## src/rtl/cpu_sequencer.sv

```systemverilog
// Multi-cycle fetch/decode/execute/memory/writeback sequencer.
// Drives one-cycle datapath enables, counts retired instructions, halts on HALT opcodes or memory timeout.
module cpu_sequencer #(
  parameter int CNT_W   = 16,
  parameter int TIMEOUT = 255
) (
  input  logic             clk,
  input  logic             rst,
  input  logic             start,
  input  logic [3:0]       opcode,
  input  logic [1:0]       category,
  input  logic             imem_ready,
  input  logic             dmem_ready,
  input  logic             branch_cond,
  output logic             imem_req,
  output logic             ir_load,
  output logic             pc_inc,
  output logic             pc_load,
  output logic             alu_en,
  output logic             dmem_req,
  output logic             dmem_we,
  output logic             reg_we,
  output logic             halted,
  output logic             fault,
  output logic [2:0]       state,
  output logic [CNT_W-1:0] retired_count
);

  typedef enum logic [2:0] {
    S_IDLE   = 3'd0,
    S_FETCH  = 3'd1,
    S_DECODE = 3'd2,
    S_EXEC   = 3'd3,
    S_MEM    = 3'd4,
    S_WB     = 3'd5,
    S_HALT   = 3'd6
  } state_t;

  localparam logic [7:0] WAIT_LAST = 8'(TIMEOUT - 1);

  state_t           state_q, state_d;
  logic [7:0]       wait_q, wait_d;
  logic [1:0]       cat_q;
  logic             is_store_q, is_jump_q;
  logic             retire, timeout_hit;
  logic             fault_q;
  logic [CNT_W-1:0] count_q;

  // Memory handshake: a request is held high every cycle of FETCH/MEM; the access
  // completes in the cycle the matching ready is high while the request is high.
  always_comb begin
    state_d     = state_q;
    wait_d      = 8'd0;
    retire      = 1'b0;
    timeout_hit = 1'b0;
    imem_req    = 1'b0;
    ir_load     = 1'b0;
    pc_inc      = 1'b0;
    pc_load     = 1'b0;
    alu_en      = 1'b0;
    dmem_req    = 1'b0;
    dmem_we     = 1'b0;
    reg_we      = 1'b0;
    case (state_q)
      S_IDLE: begin
        if (start) state_d = S_FETCH;
      end
      S_FETCH: begin
        imem_req = 1'b1;
        if (imem_ready) begin
          ir_load = 1'b1;
          pc_inc  = 1'b1;
          state_d = S_DECODE;
        end else if (wait_q == WAIT_LAST) begin
          timeout_hit = 1'b1;
          state_d     = S_HALT;
        end else begin
          wait_d = wait_q + 8'd1;
        end
      end
      S_DECODE: begin
        state_d = (category == 2'b11) ? S_HALT : S_EXEC;
      end
      S_EXEC: begin
        alu_en = 1'b1;
        case (cat_q)
          2'b00: state_d = S_WB;
          2'b01: state_d = S_MEM;
          2'b10: begin
            pc_load = is_jump_q | branch_cond;
            retire  = 1'b1;
            state_d = S_FETCH;
          end
          default: state_d = S_HALT;
        endcase
      end
      S_MEM: begin
        dmem_req = 1'b1;
        dmem_we  = is_store_q;
        if (dmem_ready) begin
          if (is_store_q) begin
            retire  = 1'b1;
            state_d = S_FETCH;
          end else begin
            state_d = S_WB;
          end
        end else if (wait_q == WAIT_LAST) begin
          timeout_hit = 1'b1;
          state_d     = S_HALT;
        end else begin
          wait_d = wait_q + 8'd1;
        end
      end
      S_WB: begin
        reg_we  = 1'b1;
        retire  = 1'b1;
        state_d = S_FETCH;
      end
      S_HALT: begin
        state_d = S_HALT;
      end
      default: state_d = S_HALT;
    endcase
  end

  always_ff @(posedge clk) begin
    if (rst) begin
      state_q    <= S_IDLE;
      wait_q     <= 8'd0;
      cat_q      <= 2'b00;
      is_store_q <= 1'b0;
      is_jump_q  <= 1'b0;
      fault_q    <= 1'b0;
      count_q    <= '0;
    end else begin
      state_q <= state_d;
      wait_q  <= wait_d;
      if (state_q == S_DECODE) begin
        cat_q      <= category;
        is_store_q <= (opcode == 4'd4);
        is_jump_q  <= (opcode == 4'd7);
      end
      if (retire)      count_q <= count_q + 1'b1;
      if (timeout_hit) fault_q <= 1'b1;
    end
  end

  assign halted        = (state_q == S_HALT);
  assign fault         = fault_q;
  assign state         = state_q;
  assign retired_count = count_q;

endmodule
```

## config.mk

```make
export PLATFORM = sky130hd
export DESIGN_NAME = cpu_sequencer
export DESIGN_NICKNAME = d
export VERILOG_FILES = /design/src/rtl/cpu_sequencer.sv
export SDC_FILE = /design/constraint.sdc
export NUM_CORES = 1
export LEC_CHECK = 0
export ABC_AREA = 1
export BUFFER_PORTS_ARGS = -buffer_cell sky130_fd_sc_hd__buf_2
export CORE_MARGIN = 3
export CORE_UTILIZATION = 57
export DETAILED_ROUTE_END_ITERATION = 16
export GPL_TIMING_DRIVEN = 0
export PLACE_DENSITY = 0.91
export REMOVE_ABC_BUFFERS = 1
export SLEW_MARGIN = 20
export SYNTH_ARGS = -nofsm -noshare
export SYNTH_HDL_FRONTEND = slang
export SYNTH_SLANG_ARGS = --single-unit
```

## constraint.sdc

```tcl
create_clock -name clk -period 4.63 [get_ports clk]
set_clock_uncertainty 0.15 [all_clocks]
set_input_delay 0.2315 -clock clk [delete_from_list [all_inputs] [get_ports clk]]
set_output_delay 0.2315 -clock clk [all_outputs]
set_load 0.1 [all_outputs]
```

======== Word-level counts from Yosys, hierarchy flattened ========
Index checks and enable logic that the tools add are counted.
operators by class
  add/sub/neg operators ................... 2
  equality and inequality tests ........... 13
  muxes and demuxes ....................... 29
  bitwise gates (word level) .............. 1
  reductions and logical operators ........ 2
operators by type and width
  cell                                                              number
  8-bit 2-to-1 mux                                                  3
  3-bit 2-to-1 mux                                                  6
  3-bit case mux with 6 select lines                                1
  16-bit by 1-bit adder with 16-bit output (second input constant)  1
  8-bit case mux with 2 select lines                                1
  1-bit 2-to-1 mux                                                  15
  3-bit == test (second input constant)                             3
  3-bit case mux with 3 select lines                                1
  8-bit by 1-bit adder with 8-bit output (second input constant)    1
  4-bit by 3-bit == test with 1-bit output (second input constant)  2
  8-bit == test (second input constant)                             1
  3-bit by 2-bit == test with 1-bit output (second input constant)  2
  2-bit == test (second input constant)                             2
  3-bit by 1-bit == test with 1-bit output (second input constant)  1
  3-bit logical NOT                                                 1
  1-bit case mux with 3 select lines                                1
  2-bit by 1-bit == test with 1-bit output (second input constant)  1
  2-bit logical NOT                                                 1
  2-bit != test (second input constant)                             1
  1-bit case mux with 2 select lines                                1
  1-bit bitwise OR                                                  1
storage, ports and cells
  flip-flop bits (word level) ............. 32
  bits of input ports ..................... 12
  output and inout bits ................... 29
  logic and storage cells ................. 54

======== Logic depth before layout (Yosys ltp) ========
Gate-level depths: netlist (run 1).
  depth in word-level cells ............... 4
  mapped depth ............................ 9
  gate-level depth less buffers ........... 9

======== Worst setup path after synthesis (run 1) ========
No wires, ideal clock.
  path kind ............................... reg-to-output
  start ................................... reg state_q[0] (netlist: state[0])
  end ..................................... out pc_inc
  arrival ................................. 3.334 ns
  required time ........................... 4.248 ns
  path slack .............................. 0.914 ns
  stages on the path, launching flop included .. 7
  buffers on the path ..................... 2
  cell sequence ........................... dfxtp_1 buf_4 inv_1 nor2_1 nand2_1 nor2_1 buf_4
on the way
  word-level cells in the longest chain between the ends .. 2
RTL lines
  item                                      RTL line  RTL
  start, declared                           41        state_t state_q, state_d;
  start signal, assigned                    136       state_q <= state_d;
  3-bit by 1-bit == test with 1-bit output  --
  1-bit 2-to-1 mux                          --
  end, declared                             17        output logic pc_inc,
No other way between the ends.

======== Worst setup path after layout (run 1) ========
  start ................................... reg state_q[0] (netlist: state[0])
  end ..................................... out pc_inc
on the way
  word-level cells in the longest chain between the ends .. 2
RTL lines
  item                                      RTL line  RTL
  3-bit by 1-bit == test with 1-bit output  64        case (state_q)
  1-bit 2-to-1 mux                          64
No other way between the ends.

==> impl_metrics.ini, run 1 <==
[status]
status = complete, no violations

[synthesis]
yosysWarningCount = 0
synth_edf_count = 0
ys.flop_type = dfxtp_1
syn_area_um2 = 1710
syn_avg_cell_area_um2 = 6.68
ys_types = 29
ys_seq_area_share_pct = 37.5
async_flop_share_pct = 0
syn-instance-count = 256
ys_seq_elements = 32

[die]
core-area_um2 = 2810
ios = 41
num_rows = 19
die-area_um2 = 3690
die_w_um = 60.8
dieHeight_um = 60.8
initial_core_util_pct = 61.0

[clock_network]
clock-sinks = 32
cts_buffers = 5
cts_tree = yes
clockBufferDepth = 2
htreeDepth = 2
clk_pin_slew_worst_paths_ns = 0.11
clk_latency_ns = 0.35
clockRootBuffer = clkbuf_4

[global_route]
grt_pass1_wl_um = 6110
grt_pass1_vias = 1528
grt_usage_pct = 21.7
overflow = 0
antenna_found_initial = 0
grt_max_degree = 27

[drt]
drt_first_pass_iters = 4
drtIter0Drc = 74
wl_per_cell_um = 11.0
postRouteAntennaNets = 0
vias = 1715
drcViolationCount = 0
drt-total-wl_um = 3620
viasPerCell = 5.21

[timing]
slew_violations = 0
setup_viol = 0
slew_headroom_pct = 64.6
clock.fmax_ghz = 0.436
worst_pin_slew_ns = 0.531
final.min_clock_period_ns = 2.29
period_share_pct = 49.5
rsz0062_at_grt = no
hold_viol_final = 0
setup_tns_ns = 0

[worst_hold_path]
hp-class = in2reg
min_delay_path_depth = 4

[worst_setup_path]
cp.required_ns = 4.25
start_kind = flip-flop
reg2reg_slack_ns = 2.82
crit_fanout = 9
r2r.worst_path.cells = 7
endpoint_kind = primary output
cp.arrival_ns = 1.91
path_class = reg2out

[power]
comb_power_share_pct = 28.8
leakage_nw = 0.906
power-per-cell-area_nw_per_um2 = 377
internal_power_w = 0.000443
irDropWorstVdd_mv = 0.290
p_sw_w = 0.000307
finalPower_w = 0.000750
p_seq_share_pct = 42.2
swShare_pct = 40.9
p_clk_share_pct = 29.0

[layout]
mostFrequentLayoutCells = nand2_1, nor2_1, buf_2, dfxtp_1, inv_1
drive_gt1_share_pct = 20.1
n_antenna_cell = 0
area_growth_syn_to_layout_pct = 16.2
final_common_cell = nand2_1
layout.nets = 312

[placement]
gp_congestion = 0.827
hpwl_um = 2630
port_buffers = 40

[run]
maxCapViolCount = 0
[power by group through the flow]
stage          clock, W  sequential, W  combinational (W)
2_1_floorplan         0       0.000365           0.000133
3_3_place_gp          0       0.000321           0.000212
6_report       0.000218       0.000316           0.000216
3_5_place_dp          0       0.000322           0.000214
5_1_grt        0.000228       0.000319           0.000232
4_1_cts        0.000218       0.000315           0.000216
[synthesized netlist by cell type (2+ instances only)]
cell type | number | area, um^2
ha_1 | 3 | 37.5
buf_6 | 2 | 22.5
nand3_1 | 19 | 95.1
xnor2_1 | 2 | 17.5
xor2_1 | 3 | 26.3
nand2_1 | 61 | 229
o21ai_2 | 2 | 17.5
nand3b_1 | 3 | 22.5
inv_1 | 24 | 90.1
buf_4 | 3 | 22.5
nand4_1 | 2 | 12.5
o21ai_0 | 9 | 45.0
nor3_2 | 2 | 20.0
dfxtp_1 | 32 | 641
nor2_1 | 55 | 206
nand2_2 | 2 | 12.5
a21oi_1 | 20 | 100
[per-stage QoR]
stage	setup WS (ns)	instances	cell area, um^2	utilization, %	hold WS, ns
floorplan	0.252	249	1660	-	0.151
global placement	2.78	320	1900	67.6	0.293
detailed placement	2.74	320	1900	67.6	0.301
CTS	2.36	329	1990	70.8	0.00613
global route	2.18	329	1990	70.8	0.0122
finish	2.34	329	1990	70.8	0.00713
[flip-flops by register name (all words and copies together) (netlist names)]
name and cells:
fault 1, retired_count 16, wait_q 8, is_store_q 1, state 3, cat_q 2, is_jump_q 1
[layer usage]
layer / up-vias / GRT usage [%] / share of wire [%]
met5: - / 0 / 0
met1: 765 / 26.2 / 46
met4: 0 / 8.36 / 1.9
met2: 49 / 36.6 / 47
li1: 893 / - / -
met3: 8 / 5.74 / 5.4
[worst paths after layout]
check,start,end
worst max-delay path,state[0]$_SDFFE_PP0P_,pc_inc
worst max register to register,state[0]$_SDFFE_PP0P_,retired_count[1]$_SDFFE_PP0P_
worst min register to register,wait_q[0]$_SDFF_PP0_,wait_q[0]$_SDFF_PP0_
worst min-delay path,opcode[1],is_store_q$_SDFFE_PP0P_
[logic make-up (layout without fill, tap and decap cells)]
logic type / after synthesis / after routing / synth area share [%]
AND/OR/NAND/NOR: 152 / 152 / 39.3
AO/OA/AOI/OAI: 32 / 32 / 9.95
flip-flops: 32 / 32 / 37.5
buffers and inverters: 32 / 74 / 8.56
XOR/XNOR: 5 / 5 / 2.56
adder cells (fa/ha/maj): 3 / 3 / 2.19
[worst max-delay path: stages (launching register included)]
cell and delay [ns]:
dfxtp_1 0.63, inv_1 0.07, nor2_1 0.13, nand2_1 0.16
nor2_1 0.14, buf_2 0.44
[final cells by class]
type | count | area [um^2]
inverters | 25 | 93.8
fillers | 261 | 818
clock buffers | 5 | 37.5
well taps | 31 | 38.8
clock inverters | 3 | 42.5
flip-flops and latches | 32 | 641
repair buffers | 41 | 210
multi-input cells | 192 | 923
[what timing repair did]
action / in CTS / in global routing
hold buffers: 1 / 0
endpoints found under the setup margin: 0 / 0
gates resized for setup: 0 / 0
setup buffers: 0 / 0
endpoints found under the hold margin: 1 / 0
Power figures use the tool's default switching activity.
==> inputs of run 2 (changes only) <==
CORE_UTILIZATION = 53   (was 57)
PLACE_DENSITY = 0.86   (was 0.91)
clock period = 2.14 ns   (was 4.63 ns; I/O delays follow)
==> run 2 against run 1 <==
Compared with the run above: clock-buffer cell count grew 1; sequential power up 120%; core utilization rose by 0.97 points; critical path type unchanged.
==> impl_metrics.ini, run 2 (synthesis gave the netlist of run 1 again) <==
[worst_setup_path]
crit_buf_inv = 1
crit_family = flip-flops
critPathMaxStageDelay_ns = 0.56
endpoint_kind = primary output
start_kind = flip-flop
cp.required_ns = 1.88
rr_endpoint = cat_q[0]$_SDFFE_PP0P_
cp.arrival_ns = 1.71
r2r_start = state[1]$_SDFFE_PP0P_
r2r.worst_path.cells = 5
crit_chain = nand2_2 > nor2_4 > nand3_2 > nor2_1 > clkbuf_4
crit_fanout = 9
reg2reg_slack_ns = 0.35
path_class = reg2out
crit_slowest_cell = dfxtp_1

[clock_network]
cts_tree = yes
clock-sinks = 32
clockRootBuffer = clkbuf_4
cts_buffers = 5
clockBufferDepth = 2
clk_pin_slew_worst_paths_ns = 0.10
htreeDepth = 2
clk_latency_ns = 0.34

[die]
die_w_um = 62.8
core-area_um2 = 2920
ios = 41
die-area_um2 = 3950
num_rows = 19
initial_core_util_pct = 58.5
dieHeight_um = 62.8

[drt]
drcViolationCount = 0
wl_per_cell_um = 10.8
vias = 1732
postRouteAntennaNets = 0
viasPerCell = 4.96
drt-total-wl_um = 3780
drt_first_pass_iters = 4
drtIter0Drc = 99

[global_route]
grt_pass1_wl_um = 6780
gr-usage-met2_pct = 38.1
overflow = 0
grt_usage_pct = 21.1
globalRouteMet1Util_pct = 23.4
grt_max_degree = 27
met3_usage_pct = 4.68
grt_busiest_layer = met2
grt_pass1_vias = 1668
antenna_found_initial = 0

[layout]
finish.utilization_pct = 71.8
layout.nets = 321
n_fill_cell = 251
n_antenna_cell = 0
mostFrequentLayoutCells = nand2_1, nor2_1, buf_2, dfxtp_1, inv_1
area_growth_syn_to_layout_pct = 22.8
final_common_cell = nand2_1
largest_reg_flops = 16
drive_gt1_share_pct = 19.9

[placement]
hpwl_um = 2560
gp_congestion = 0.777
dp_slack_ns = 0.400
port_buffers = 40

[timing]
slew_headroom_pct = 65.2
setup_tns_ns = 0
worst_pin_slew_ns = 0.519
final.min_clock_period_ns = 1.96
rsz0062_at_grt = no
hold_viol_final = 0
holdWs_ns = 0.00842
period_share_pct = 91.8
slew_violations = 0
setup_viol = 0
fin_ws_ns = 0.176
clock.fmax_ghz = 0.509

[power]
irDropWorstVdd_mv = 0.905
finalPower_w = 0.00163
leakage_nw = 0.942
power-per-cell-area_nw_per_um2 = 777

[status]
status = complete, no violations

[worst_hold_path]
hp-start = dmem_ready
worstHoldEndpoint = state[0]$_SDFFE_PP0P_
hp-class = in2reg
min_delay_path_depth = 5

[run]
maxCapViolCount = 0
run 2: changes by cell type in the layout (fill, tap and decap cells not counted):
cell / change
dlygate4sd3_1: +9
buf_2: -3
clkbuf_4: +3
a21oi_1: -1
a21oi_2: +1
clkbuf_1: +1
clkinvlp_4: -1
dfxtp_1: -1
dfxtp_2: +1
run 2: how the worst max path moves through the flow:
stage | cells after the start | end | slack (ns) | from
final | 5 | pc_load | 0.18 | state[1]$_SDFFE_PP0P_
after global routing | 5 | pc_load | 0.04 | state[1]$_SDFFE_PP0P_
after CTS | 5 | pc_inc | 0.006 | state[0]$_SDFFE_PP0P_
after detailed placement | 5 | pc_inc | 0.40 | state[0]$_SDFFE_PP0P_
after global placement | 7 | retired_count[1]$_SDFFE_PP0P_ | 0.43 | state[0]$_SDFFE_PP0P_
after floorplan | 4 | ir_load | -2.11 | state[0]$_SDFFE_PP0P_
run 2: layout make-up:
class                           count  area (um^2)  area share, %
Clock buffer                        6         41.3           1.97
Clock inverter                      2         35.0           1.67
Inverter                           25         93.8           4.47
Multi-Input combinational cell    192          927           44.2
Sequential cell                    32          642           30.6
Tap cell                           42         52.6           2.50
Timing Repair Buffer               50          308           14.7
run 2: stage by stage:
step / area [um^2] / std cells
6_report: 2100 / 349
2_1_floorplan: 1660 / 249
3_5_place_dp: 1910 / 331
5_1_grt: 2100 / 349
3_3_place_gp: 1910 / 331
4_1_cts: 2090 / 349
run 2: tightest hold or removal path: stages:
cell	delay, ns
buf_2	0.10
nand2_1	0.05
nand3_1	0.06
nor2_1	0.04
a21oi_1	0.10
run 2: repair_timing:
item | 4_1_cts | 5_1_grt
hold buffers | 10 | 1
gates resized for setup | 0 | 5
endpoints found under the hold margin | 13 | 1
endpoints found under the setup margin | 0 | 5
buffers inserted | 0 | 0
run 2: layer usage:
layer	vias to the layer above	share of wire, %
li1	911	-
met1	766	43
met2	43	50
met4	0	2.4
met3	12	4.7
met5	-	0
run 2: power by group:
part	switching, W	internal (W)
clock	0.000215	0.000245
sequential	0.0000528	0.000628
combinational	0.000388	0.000102
